File: src/rtl/irq_ctrl_pkg.sv
// Shared definitions for the machine-mode interrupt controller: cause codes,
// mip bit positions, register-select encodings and the request FSM states.
package irq_ctrl_pkg;

    localparam logic [3:0] CAUSE_MSI = 4'd3;
    localparam logic [3:0] CAUSE_MTI = 4'd7;
    localparam logic [3:0] CAUSE_MEI = 4'd11;

    localparam int MIP_MSIP = 3;
    localparam int MIP_MTIP = 7;
    localparam int MIP_MEIP = 11;

    typedef enum logic [1:0] {
        WR_MSIP     = 2'd0,
        WR_MTIMECMP = 2'd1,
        WR_MTIME    = 2'd2,
        WR_NONE     = 2'd3
    } wr_sel_e;

    typedef enum logic [1:0] {
        ST_IDLE,
        ST_FIRE,
        ST_WAIT_ACK,
        ST_SERVICE
    } irq_state_e;

endpackage

File: src/rtl/irq_prio_enc.sv
// Fixed-priority encoder over the eligible interrupt set: MEI > MSI > MTI.
module irq_prio_enc
    import irq_ctrl_pkg::*;
(
    input  logic [63:0] eligible,
    output logic [3:0]  code,
    output logic        valid
);

    // Only the three architected interrupt bits take part in arbitration.
    logic unused_eligible_bits;
    assign unused_eligible_bits = ^{eligible[63:12], eligible[10:8], eligible[6:4], eligible[2:0]};

    // NOTE: every output gets a default first so no path leaves it unassigned (no latch).
    always_comb begin
        code  = '0;
        valid = 1'b0;
        if (eligible[MIP_MEIP]) begin
            code  = CAUSE_MEI;
            valid = 1'b1;
        end else if (eligible[MIP_MSIP]) begin
            code  = CAUSE_MSI;
            valid = 1'b1;
        end else if (eligible[MIP_MTIP]) begin
            code  = CAUSE_MTI;
            valid = 1'b1;
        end
    end

endmodule

File: src/rtl/irq_ctrl.sv
// Machine-mode interrupt controller: mtime/mtimecmp timer, msip register,
// pending/enable gating and a request/acknowledge FSM toward the trap handler.
module irq_ctrl
    import irq_ctrl_pkg::*;
(
    input  logic        clk,
    input  logic        rst,
    input  logic        ext_irq,
    input  logic [63:0] mie_mask,
    input  logic        mstatus_mie,
    input  logic        wr_en,
    input  logic [1:0]  wr_sel,
    input  logic [63:0] wr_data,
    input  logic        trap_taken,
    input  logic        trap_done,
    output logic        irq_en,
    output logic [3:0]  irq_code,
    output logic [63:0] irq_val,
    output logic [63:0] mip_out,
    output logic [63:0] mtime_out
);

    logic [63:0] mtime;
    logic [63:0] mtimecmp;
    logic        msip;
    logic        mtip;
    logic [63:0] eligible;
    logic [3:0]  win_code;
    logic        win_valid;
    wr_sel_e     sel;
    irq_state_e  state, state_nxt;
    logic [3:0]  code_nxt;

    assign sel = wr_sel_e'(wr_sel);

    // NOTE: sequential state uses non-blocking assignments so every register samples pre-edge values.
    always_ff @(posedge clk or negedge rst) begin
        if (!rst) begin
            mtime    <= '0;
            mtimecmp <= '1;
            msip     <= 1'b0;
        end else begin
            // A write to mtime replaces this cycle's increment.
            if (wr_en && sel == WR_MTIME) mtime <= wr_data;
            else                          mtime <= mtime + 64'd1;
            if (wr_en && sel == WR_MTIMECMP) mtimecmp <= wr_data;
            if (wr_en && sel == WR_MSIP)     msip     <= wr_data[0];
        end
    end

    assign mtip = (mtime >= mtimecmp);

    always_comb begin
        mip_out           = '0;
        mip_out[MIP_MSIP] = msip;
        mip_out[MIP_MTIP] = mtip;
        mip_out[MIP_MEIP] = ext_irq;
    end

    assign eligible = mip_out & mie_mask & {64{mstatus_mie}};

    irq_prio_enc u_prio (
        .eligible (eligible),
        .code     (win_code),
        .valid    (win_valid)
    );

    always_ff @(posedge clk or negedge rst) begin
        if (!rst) begin
            state    <= ST_IDLE;
            irq_code <= '0;
        end else begin
            state    <= state_nxt;
            irq_code <= code_nxt;
        end
    end

    always_comb begin
        state_nxt = state;
        code_nxt  = irq_code;
        case (state)
            ST_IDLE: begin
                if (win_valid) begin
                    state_nxt = ST_FIRE;
                    code_nxt  = win_code;
                end
            end
            ST_FIRE:     state_nxt = ST_WAIT_ACK;
            // Without an acknowledge the request is dropped and re-arbitrated.
            ST_WAIT_ACK: state_nxt = trap_taken ? ST_SERVICE : ST_IDLE;
            ST_SERVICE:  if (trap_done) state_nxt = ST_IDLE;
            default:     state_nxt = ST_IDLE;
        endcase
    end

    assign irq_en    = (state == ST_FIRE);
    assign irq_val   = '0;
    assign mtime_out = mtime;

endmodule

File: config.mk
export PLATFORM = sky130hd
export DESIGN_NAME = irq_ctrl
export DESIGN_NICKNAME = d
export VERILOG_FILES = /design/src/rtl/irq_ctrl_pkg.sv /design/src/rtl/irq_prio_enc.sv /design/src/rtl/irq_ctrl.sv
export SDC_FILE = /design/constraint.sdc
export NUM_CORES = 1
export LEC_CHECK = 0
export BUFFER_PORTS_ARGS = -buffer_cell sky130_fd_sc_hd__buf_2
export CELL_PAD_IN_SITES_DETAIL_PLACEMENT = 1
export CELL_PAD_IN_SITES_GLOBAL_PLACEMENT = 1
export CORE_ASPECT_RATIO = 1.25
export CORE_MARGIN = 1
export CORE_UTILIZATION = 40
export CTS_CLUSTER_SIZE = 20
export DETAILED_ROUTE_END_ITERATION = 16
export HOLD_SLACK_MARGIN = 0.02
export PLACE_DENSITY = 0.87
export SYNTH_ARGS = -nofsm -noshare
export SYNTH_HDL_FRONTEND = slang
export SYNTH_SLANG_ARGS = --single-unit
File: constraint.sdc
create_clock -name clk -period 3.3 [get_ports clk]
set_input_delay 0.495 -clock clk [delete_from_list [all_inputs] [get_ports clk]]
set_output_delay 0.495 -clock clk [all_outputs]
set_load 0.03 [all_outputs]
==> out/results.ini, run 1 <==
[global_route]
grt_pass1_vias = 6850
antenna_found_initial = 4
grt_remaining_overflow = 0
grt_max_degree = 122
grt_pass1_wl_um = 35100
grt_usage_pct = 20.0

[synthesis]
synth_cell_types = 52
ys_ff_latch = 134
syn_inst = 903
ys_warn_count = 0
synth-edff-count = 0
yosysTopAreaCell = dfrtp_1
yosysMostFrequentCell = buf_4
ys_top_cells_by_count = buf_4 (129), a21oi_1 (85), nor2_1 (79)
syn_area_per_cell_um2 = 9.73
ys_seq_area_share_pct = 39.1
synth_ff_type = dfrtp_1
syn_area_um2 = 8780
async_reset_ff_share_pct = 100
synth_top_area_share_pct = 19.9
synthTopCellsByArea = dfrtp_1 (20%), dfstp_2 (19%), buf_4 (11%)

[power]
ir_drop_uv = 373
powerDensity_nw_per_um2 = 680
p_leak_nw = 4.70

[critical_path]
worstPathRequired_ps = 2800
critPathKind = flip-flop to output pin
critPathMaxStageDelay_ps = 530
path_cells = ha_1, nand2b_1, a2111o_1, a32oi_1, o211ai_1, a41oi_2, nand3_2, buf_6
crit_slowest_cell = dfstp_2
cp_max_fo = 2
critPathLaunchType = flip-flop
crit_arrival_ps = 2680
cp-end-kind = output pin

[place]
io_buffer_count = 147
hpwl_um = 16600
place_congestion = 0.800
place_ws_ps = 346

[final_layout]
multi_input_area_um2 = 4510
area_growth_pct = 14.8
final_nets = 1258
regArea_um2 = 3430
final_util_pct = 46.8
drive_gt1_share_pct = 33.3
n_fill_cell = 2558

[sta]
skew_ps = 13.0
rsz0062_at_grt = no
fmax_ghz = 0.315
min_period_over_period_pct = 96.2
setup_violations = 0
fin_ws_ps = 125
setup-tns-final_ps = 0
period_needed_ps = 3170
hold_violations = 0
maxSlewViolCount = 0
slew_headroom_pct = 60.4
worst_pin_slew_ps = 593

[die]
rows = 60
dieHeight_um = 168
io_pins = 334
core_um2 = 21500
initial_utilization_pct = 40.8
fp.dieW_um = 135
dieArea_um2 = 22600

[status]
status = complete, no violations

[cts]
h-tree-depth = 4
cts_root_buf = clkbuf_16
numCtsBuffers = 17
cts_tree = yes
cts.path.max_buffers = 2
clock-sinks = 134
clk_latency_ps = 420
cts.clk_slew.worst_paths_ps = 60

[drt]
drc = 0
ant_nets = 0
drtIter0Drc = 207
drtPass1Iterations = 4
num_vias = 6592
routed_wl_um = 22100
via_per_inst = 4.88
wl_per_cell_um = 16.4

[flow_run]
drv_cap = 0

[min_path]
hold_class = input pin to flip-flop

-- placed cells by master, fill, tap and decap left out, types with 4 or more instances in the layout --
cell       netlist  layout
buf_2            0     145
conb_1           1     125
a21oi_1         85      85
nor2_1          79      79
inv_1           75      75
mux2_2          72      72
dfrtp_1         70      69
ha_1            65      65
dfstp_2         64      64
nand2_1         39      39
xnor2_1         36      36
nand3_1         29      28
xor2_1          26      26
nand4_1         23      23
clkbuf_16        0      17
o21ai_0         10      10
buf_4          129       9
nor3_2           8       8
and3_1           7       7
and4_1           5       5
nor3_1           5       5
nand2b_1         5       5
nor2_2           4       4
a31oi_1          4       4
bufinv_16        0       4
-- worst paths after layout --
kind | startpoint | endpoint | slack (ps) | cells past startpoint
max in group asynchronous | rst | mtimecmp[53]$_DFFE_PN1P_ | 2070 | 3
hold / removal | trap_done | state[1]$_DFFE_PN0P_ | 290 | 2
setup / recovery | mtimecmp[0]$_DFFE_PN1P_ | mip_out[7] | 130 | 8
min in group asynchronous | rst | mtime_out[5]$_DFF_PN0_ | 450 | 2
hold reg to reg | irq_code[1]$_DFFE_PN0P_ | irq_code[1]$_DFFE_PN0P_ | 480 | 1
setup reg to reg | mtimecmp[13]$_DFFE_PN1P_ | irq_code[3]$_DFFE_PN0P_ | 310 | 12
-- kinds of logic (layout without fill, tap and decap cells) --
| logic type | Yosys count | count (layout) | share of synthesized area, % |
|---|---|---|---|
| adder cells (fa/ha/maj) | 65 | 65 | 9.26 |
| multiplexers | 72 | 72 | 9.23 |
| AO/OA/AOI/OAI | 114 | 114 | 7.08 |
| other | 1 | 128 | 0.0427 |
| buffers and inverters | 225 | 266 | 15.1 |
| flip-flops | 134 | 134 | 39.1 |
| XOR/XNOR | 62 | 62 | 6.18 |
| AND/OR/NAND/NOR | 230 | 230 | 14.0 |
-- through the flow --
step | hold slack, ps | cells | power, W | cell area (um^2)
floorplan | 199 | 1027 | 0.00421 | 9250
CTS | 272 | 1347 | 0.00693 | 10100
finish | 290 | 1350 | 0.00686 | 10100
global placement | 346 | 1312 | 0.00468 | 9390
global route | 274 | 1347 | 0.00727 | 10100
detailed placement | 350 | 1312 | 0.00481 | 9390
-- critical path: cells and delay by family, from the launching register on --
kind	cells	cell delay, ps
buffers and inverters	1	160
flip-flops	1	530
AND/OR/NAND/NOR	2	290
adder cells (fa/ha/maj)	1	220
AO/OA/AOI/OAI	4	1070
-- state kept, by name (all words and copies together), names as in the netlist --
signal,count
irq_code,3
msip,1
mtime_out,64
mtimecmp,64
state,2
-- metal layers --
layer	global-route usage (%)	vias up	part of all wire, %
li1	-	3114	-
met1	22.2	3252	39
met2	36.9	202	54
met3	4.97	22	4.9
met4	6.55	2	1.7
met5	0	-	0.059
-- power by group --
group	internal (W)	switching, W	leakage, nW	total (W)
sequential	0.00210	0.000397	1.44	0.00249
clock	0.00130	0.000756	0.302	0.00206
combinational	0.000855	0.00145	2.96	0.00231
-- layout make-up --
| type | instances | area share, % |
|---|---|---|
| clock buffers | 19 | 4.49 |
| inverters | 76 | 2.83 |
| repair buffers | 159 | 8.67 |
| multi-input cells | 668 | 44.7 |
| flip-flops and latches | 134 | 34.1 |
| diodes | 3 | 0.0744 |
| clock inverters | 12 | 1.74 |
| well taps | 279 | 3.46 |
-- repair_timing --
item / CTS / global route
gates resized for setup: 5 / 1
cloned: 0 / 0
pin swaps: 5 / 2
hold endpoints to repair: 5 / 0
buffers inserted: 3 / 0
hold buffers: 1 / 0
setup endpoints to repair: 1 / 1
Note: power is estimated with default switching activity, not from simulation.
==> run 2: changes to the inputs <==
--- a/config.mk
+++ b/config.mk
@@ -6,11 +6,8 @@
 export NUM_CORES = 1
 export LEC_CHECK = 0
 export BUFFER_PORTS_ARGS = -buffer_cell sky130_fd_sc_hd__buf_2
-export CELL_PAD_IN_SITES_DETAIL_PLACEMENT = 1
-export CELL_PAD_IN_SITES_GLOBAL_PLACEMENT = 1
-export CORE_ASPECT_RATIO = 1.25
 export CORE_MARGIN = 1
-export CORE_UTILIZATION = 40
+export CORE_UTILIZATION = 54
 export CTS_CLUSTER_SIZE = 20
 export DETAILED_ROUTE_END_ITERATION = 16
 export HOLD_SLACK_MARGIN = 0.02
==> run 2 against run 1 <==
Global-route usage up 4.6 points. Power is 3.6% lower. Die area shrank 26%. Worst setup slack worse by 21 ps. Count of clock-buffer cells in the layout is 9 higher. Cell area fell by 1.3%. First-iteration DRC count increased by 29%. Maximum frequency fell by 0.66%. Via count up 1.3%. Clock skew fell by 3.0 ps. Combinational power rose by 2%. Sequential cell count unchanged. Highest routed layer unchanged.
==> out/results.ini, run 2 (same netlist as run 1, synthesis figures left out) <==
[status]
status = complete, no violations

[power]
p_leak_nw = 4.67
powerDensity_nw_per_um2 = 664
ir_drop_uv = 561

[global_route]
grt_pass1_vias = 6356
grt_max_degree = 80
grt_remaining_overflow = 0
grt_pass1_wl_um = 31500
grt_usage_pct = 24.6
antenna_found_initial = 7

[sta]
skew_ps = 9.97
min_period_over_period_pct = 96.9
hold_violations = 0
fmax_ghz = 0.313
worst_pin_slew_ps = 596
worst_hold_slack_ps = 46.4
setup_violations = 0
maxSlewViolCount = 0
slew_headroom_pct = 60.2
fin_ws_ps = 104
period_needed_ps = 3200

[drt]
met3WireLength_um = 1020
wl_met2_um = 10500
routed_wl_um = 20100
routed.top_layer = met5
drc = 0
ant_nets = 0
drtIter0Drc = 268
drt-met1-wl_um = 8010
num_vias = 6677
wl_per_cell_um = 15.6
via_per_inst = 5.17
drtPass1Iterations = 6

[place]
place_ws_ps = 466
place_congestion = 0.868
hpwl_um = 14800
io_buffer_count = 147
dpl.cell_count = 1253

[final_layout]
final_common_cell = buf_2
drive_gt1_share_pct = 33.2
area_growth_pct = 13.3
n_fill_cell = 1270
multi_input_area_um2 = 4540
layout_common_cells = buf_2 (145), conb_1 (125), a21oi_1 (84)
final_cells = 1292
final_nets = 1259
regArea_um2 = 3430

[critical_path]
regToRegSetupSlack_ps = 470
cp-end-kind = output pin
worstPathRequired_ps = 2800
crit_arrival_ps = 2700
critPathKind = flip-flop to output pin
r2r-start = mtimecmp[13]$_DFFE_PN1P_
critPathLaunchType = flip-flop
crit_start = mtimecmp[0]$_DFFE_PN1P_
cp_max_fo = 2

[flow_run]
drv_cap = 0

[die]
io_pins = 334
fp.dieW_um = 130
initial_utilization_pct = 55.3
dieHeight_um = 130
dieArea_um2 = 16800
core_um2 = 15900
rows = 46

[cts]
cts.path.max_buffers = 2
cts_root_buf = clkbuf_16
numCtsBuffers = 17
h-tree-depth = 4
postCtsHoldBufs = 0
cts_tree = yes
clock-sinks = 134
cts.clk_slew.worst_paths_ps = 60
clk_latency_ps = 420

[min_path]
hold_class = input pin to asynchronous set/reset pin

## run 2: cell types whose count changed in the layout (fill, tap and decap cells not counted), sizes merged
cell,delta
dlygate4sd3,-1
clkinvlp,-3
inv,-2
bufinv,-3
buf,+2
diode,+3
clkbuf,+9
## run 2: critical path, cell delays in order, from the launching register on
cell and delay [ps]:
dfstp_2 550, ha_4 190, nand2b_4 130, a2111o_1 370
a32oi_1 240, o211ai_1 210, a41oi_2 310, nand3_2 110
buf_6 160
## run 2: power breakdown
part | total [W] | switching [W] | internal, W
Combinational | 0.00235 | 0.00147 | 0.000876
Sequential | 0.00248 | 0.000384 | 0.00210
Clock | 0.00178 | 0.000687 | 0.00109
Total | 0.00661 | 0.00254 | 0.00407
## run 2: cell type report
type / count / share of cell area [%]
diodes: 6 / 0.151
clock buffers: 28 / 4.99
clock inverters: 4 / 0.452
inverters: 76 / 2.87
multi-input cells: 668 / 45.6
flip-flops and latches: 134 / 34.5
well taps: 216 / 2.71
repair buffers: 160 / 8.71
## run 2: final timing paths
kind | cells past startpoint | to
max | 8 | mip_out[7]
max in group asynchronous | 2 | mtimecmp[53]$_DFFE_PN1P_
min reg2reg | 1 | irq_code[3]$_DFFE_PN0P_
min in group clk | 2 | state[1]$_DFFE_PN0P_
max reg2reg | 11 | irq_code[3]$_DFFE_PN0P_
min | 1 | mtime_out[12]$_DFF_PN0_
## run 2: per-layer routing
metal	up-vias	global-route usage [%]
met3	44	5.16
met5	-	0
met2	246	43.3
met4	2	11.4
li1	3126	-
met1	3259	28.8
## run 2: repair_timing
item / in CTS / in global routing
buffers inserted: 0 / 1
setup endpoints to repair: 1 / 1
pin swaps: 0 / 6
gates resized for setup: 1 / 10
## run 2: through the flow
step	power, W	util (%)	setup TNS [ps]	instance area (um^2)
6_report	0.00661	62.7	0	9960
3_3_place_gp	0.00465	58.7	0	9330
5_1_grt	0.00697	62.7	-3.88	9950
3_5_place_dp	0.00476	58.7	0	9330
2_1_floorplan	0.00421	-	0	9250
4_1_cts	0.00657	62.2	0	9880
==> run 3: changes to the inputs <==
==> config.mk (replaced) <==
export PLATFORM = sky130hd
export DESIGN_NAME = irq_ctrl
export DESIGN_NICKNAME = d
export VERILOG_FILES = /design/src/rtl/irq_ctrl_pkg.sv /design/src/rtl/irq_prio_enc.sv /design/src/rtl/irq_ctrl.sv
export SDC_FILE = /design/constraint.sdc
export NUM_CORES = 1
export LEC_CHECK = 0
export CORE_AREA = 2 2 128 130
export CTS_CLUSTER_DIAMETER = 80
export CTS_CLUSTER_SIZE = 20
export DETAILED_ROUTE_END_ITERATION = 16
export DIE_AREA = 0 0 130 132
export DONT_BUFFER_PORTS = 1
export HOLD_SLACK_MARGIN = 0.02
export PLACE_DENSITY = 0.71
export SYNTH_ARGS = -nofsm -noshare
export SYNTH_HDL_FRONTEND = slang
export SYNTH_SLANG_ARGS = --single-unit
==> run 3 against run 2 <==
Non-clock buffer count down 122. Clock power up 7%. Via count down 11%. Global-route usage down 2.8 points. Die area up 2.3%. Sequential power up 4%. Sequential share of layout area up 2.1 points. Count of clock-buffer cells in the layout down 4. First-iteration DRC count down 17%. Critical path type unchanged. Sequential cell count unchanged. Routed wire length down 9.5%. The flow now finishes with violations (negative hold slack).
==> out/results.ini, run 3 (same netlist as run 1, synthesis figures left out) <==
[min_path]
hold_class = input pin to asynchronous set/reset pin

[global_route]
grt_pass1_wl_um = 29100
antenna_found_initial = 0
grt_max_degree = 135
grt_pass1_vias = 5773
grt_remaining_overflow = 0
grt_usage_pct = 21.8

[sta]
period_needed_ps = 3180
maxSlewViolCount = 0
worst_pin_slew_ps = 578
worst_hold_slack_ps = -229
skew_ps = 13.0
slew_headroom_pct = 61.4
setup-tns-final_ps = 0
fin_ws_ps = 116
hold_violations = 95
setup_violations = 0
fmax_ghz = 0.314
rsz0062_at_grt = no
min_period_over_period_pct = 96.5

[power]
power_switching_w = 0.00240
sequentialPowerShare_pct = 39.8
ir_drop_uv = 445
p_int_w = 0.00409
p_leak_nw = 4.26
powerDensity_nw_per_um2 = 691
power_w = 0.00650
p_clk_share_pct = 29.3
swShare_pct = 37.0
p_comb_share_pct = 30.9

[cts]
h-tree-depth = 4
clock-sinks = 134
cts.clk_slew.worst_paths_ps = 60
postCtsSetupRepairBufs = 0
numCtsBuffers = 17
cts_tree = yes
cts_root_buf = clkbuf_16
cts.path.max_buffers = 2
clk_latency_ps = 420

[drt]
ant_nets = 0
drc = 0
routed_wl_um = 18200
num_vias = 5971
via_per_inst = 5.13
drtIter0Drc = 223
drtPass1Iterations = 4
wl_per_cell_um = 15.6

[place]
io_buffer_count = 0
hpwl_um = 13400
place_ws_ps = 462
place_congestion = 0.846
dpl.cell_count = 1132

[critical_path]
critPathMaxStageDelay_ps = 530
crit_arrival_ps = 2690
critPathKind = flip-flop to output pin
r2r-start = mtime_out[14]$_DFF_PN0_
path_cells = ha_1, nand2b_1, a2111o_1, a32oi_1, o211ai_1, a41oi_2, nand3_1, buf_4
reg2reg_depth = 9
cp-end-kind = output pin
critPathLaunchType = flip-flop
crit_slowest_cell = dfstp_2
cp_max_fo = 2
worstPathRequired_ps = 2800
timing.rr.end = irq_code[3]$_DFFE_PN0P_
regToRegSetupSlack_ps = 590

[status]
violations = negative hold slack
status = finished, violations left

[die]
dieHeight_um = 132
initial_utilization_pct = 55.9
core_um2 = 15700
dieArea_um2 = 17200
fp.dieW_um = 130
io_pins = 334
rows = 46

[final_layout]
layout_common_cells = conb_1 (125), a21oi_1 (85), nor2_1 (79)
drive_gt1_share_pct = 24.8
final_nets = 1137
final_util_pct = 59.8
final_common_cell = conb_1
final_cells = 1165
area_growth_pct = 7.04

[flow_run]
drv_cap = 0

## run 3: cell types whose count changed in the layout (fill, tap and decap cells not counted), sizes merged
cell / previous run / this run
bufinv: 1 / 2
clkinvlp: 0 / 2
clkinv: 3 / 4
buf: 160 / 38
clkbuf: 28 / 24
diode: 6 / 1
## run 3: power by group through the flow
| stage | clock [W] | sequential [W] | combinational, W |
|---|---|---|---|
| after floorplan | 0 | 0.00277 | 0.00143 |
| after global placement | 0 | 0.00260 | 0.00195 |
| after detailed placement | 0 | 0.00261 | 0.00200 |
| after CTS | 0.00194 | 0.00259 | 0.00202 |
| after global routing | 0.00201 | 0.00264 | 0.00223 |
| final | 0.00191 | 0.00258 | 0.00201 |
## run 3: timing repair
item                                   in CTS  in global routing
setup endpoints to repair                   0                  1
gates resized for setup                     0                  4
endpoints found under the hold margin     134                134
## run 3: through the flow
| step | area (um^2) | hold WS (ps) |
|---|---|---|
| 2_1_floorplan | 9250 | 199 |
| 3_3_place_gp | 8790 | 202 |
| 3_5_place_dp | 8790 | 202 |
| 4_1_cts | 9380 | -243 |
| 5_1_grt | 9400 | -255 |
| 6_report | 9400 | -229 |
## run 3: final cells by class
cell class | count | area (um^2)
diodes | 1 | 2.50
clock buffers | 24 | 502
clock inverters | 8 | 95.1
fillers | 1345 | 6310
inverters | 76 | 285
multi-input cells | 668 | 4500
flip-flops and latches | 134 | 3440
well taps | 216 | 270
repair buffers | 38 | 310
## run 3: worst max path at each step
stage	start	endpoint	slack [ps]	cells past startpoint
2_1_floorplan	mtime_out[0]$_DFF_PN0_	mip_out[7]	660	9
3_3_place_gp	mtimecmp[0]$_DFFE_PN1P_	mip_out[7]	430	8
3_5_place_dp	mtimecmp[0]$_DFFE_PN1P_	mip_out[7]	460	8
4_1_cts	mtimecmp[0]$_DFFE_PN1P_	mip_out[7]	6	8
5_1_grt	mtime_out[49]$_DFF_PN0_	mip_out[7]	2	9
6_report	mtimecmp[0]$_DFFE_PN1P_	mip_out[7]	120	8
## run 3: critical path: cells and delay by family (launching register included)
kind | cells | cell delay [ps]
DFF | 1 | 530
adders and majority gates | 1 | 210
AOI/OAI and AO/OA | 4 | 1110
buffers and inverters | 1 | 180
and+or+nand+nor | 2 | 250
## run 3: metal layers
metal / track usage (%) / wire (um) / vias up
met3: 6.62 / 1290 / 29
met4: 8.30 / 412 / 0
met5: 0 / 0 / -
met2: 36.4 / 9010 / 215
li1: - / - / 2878
met1: 26.2 / 7500 / 2849
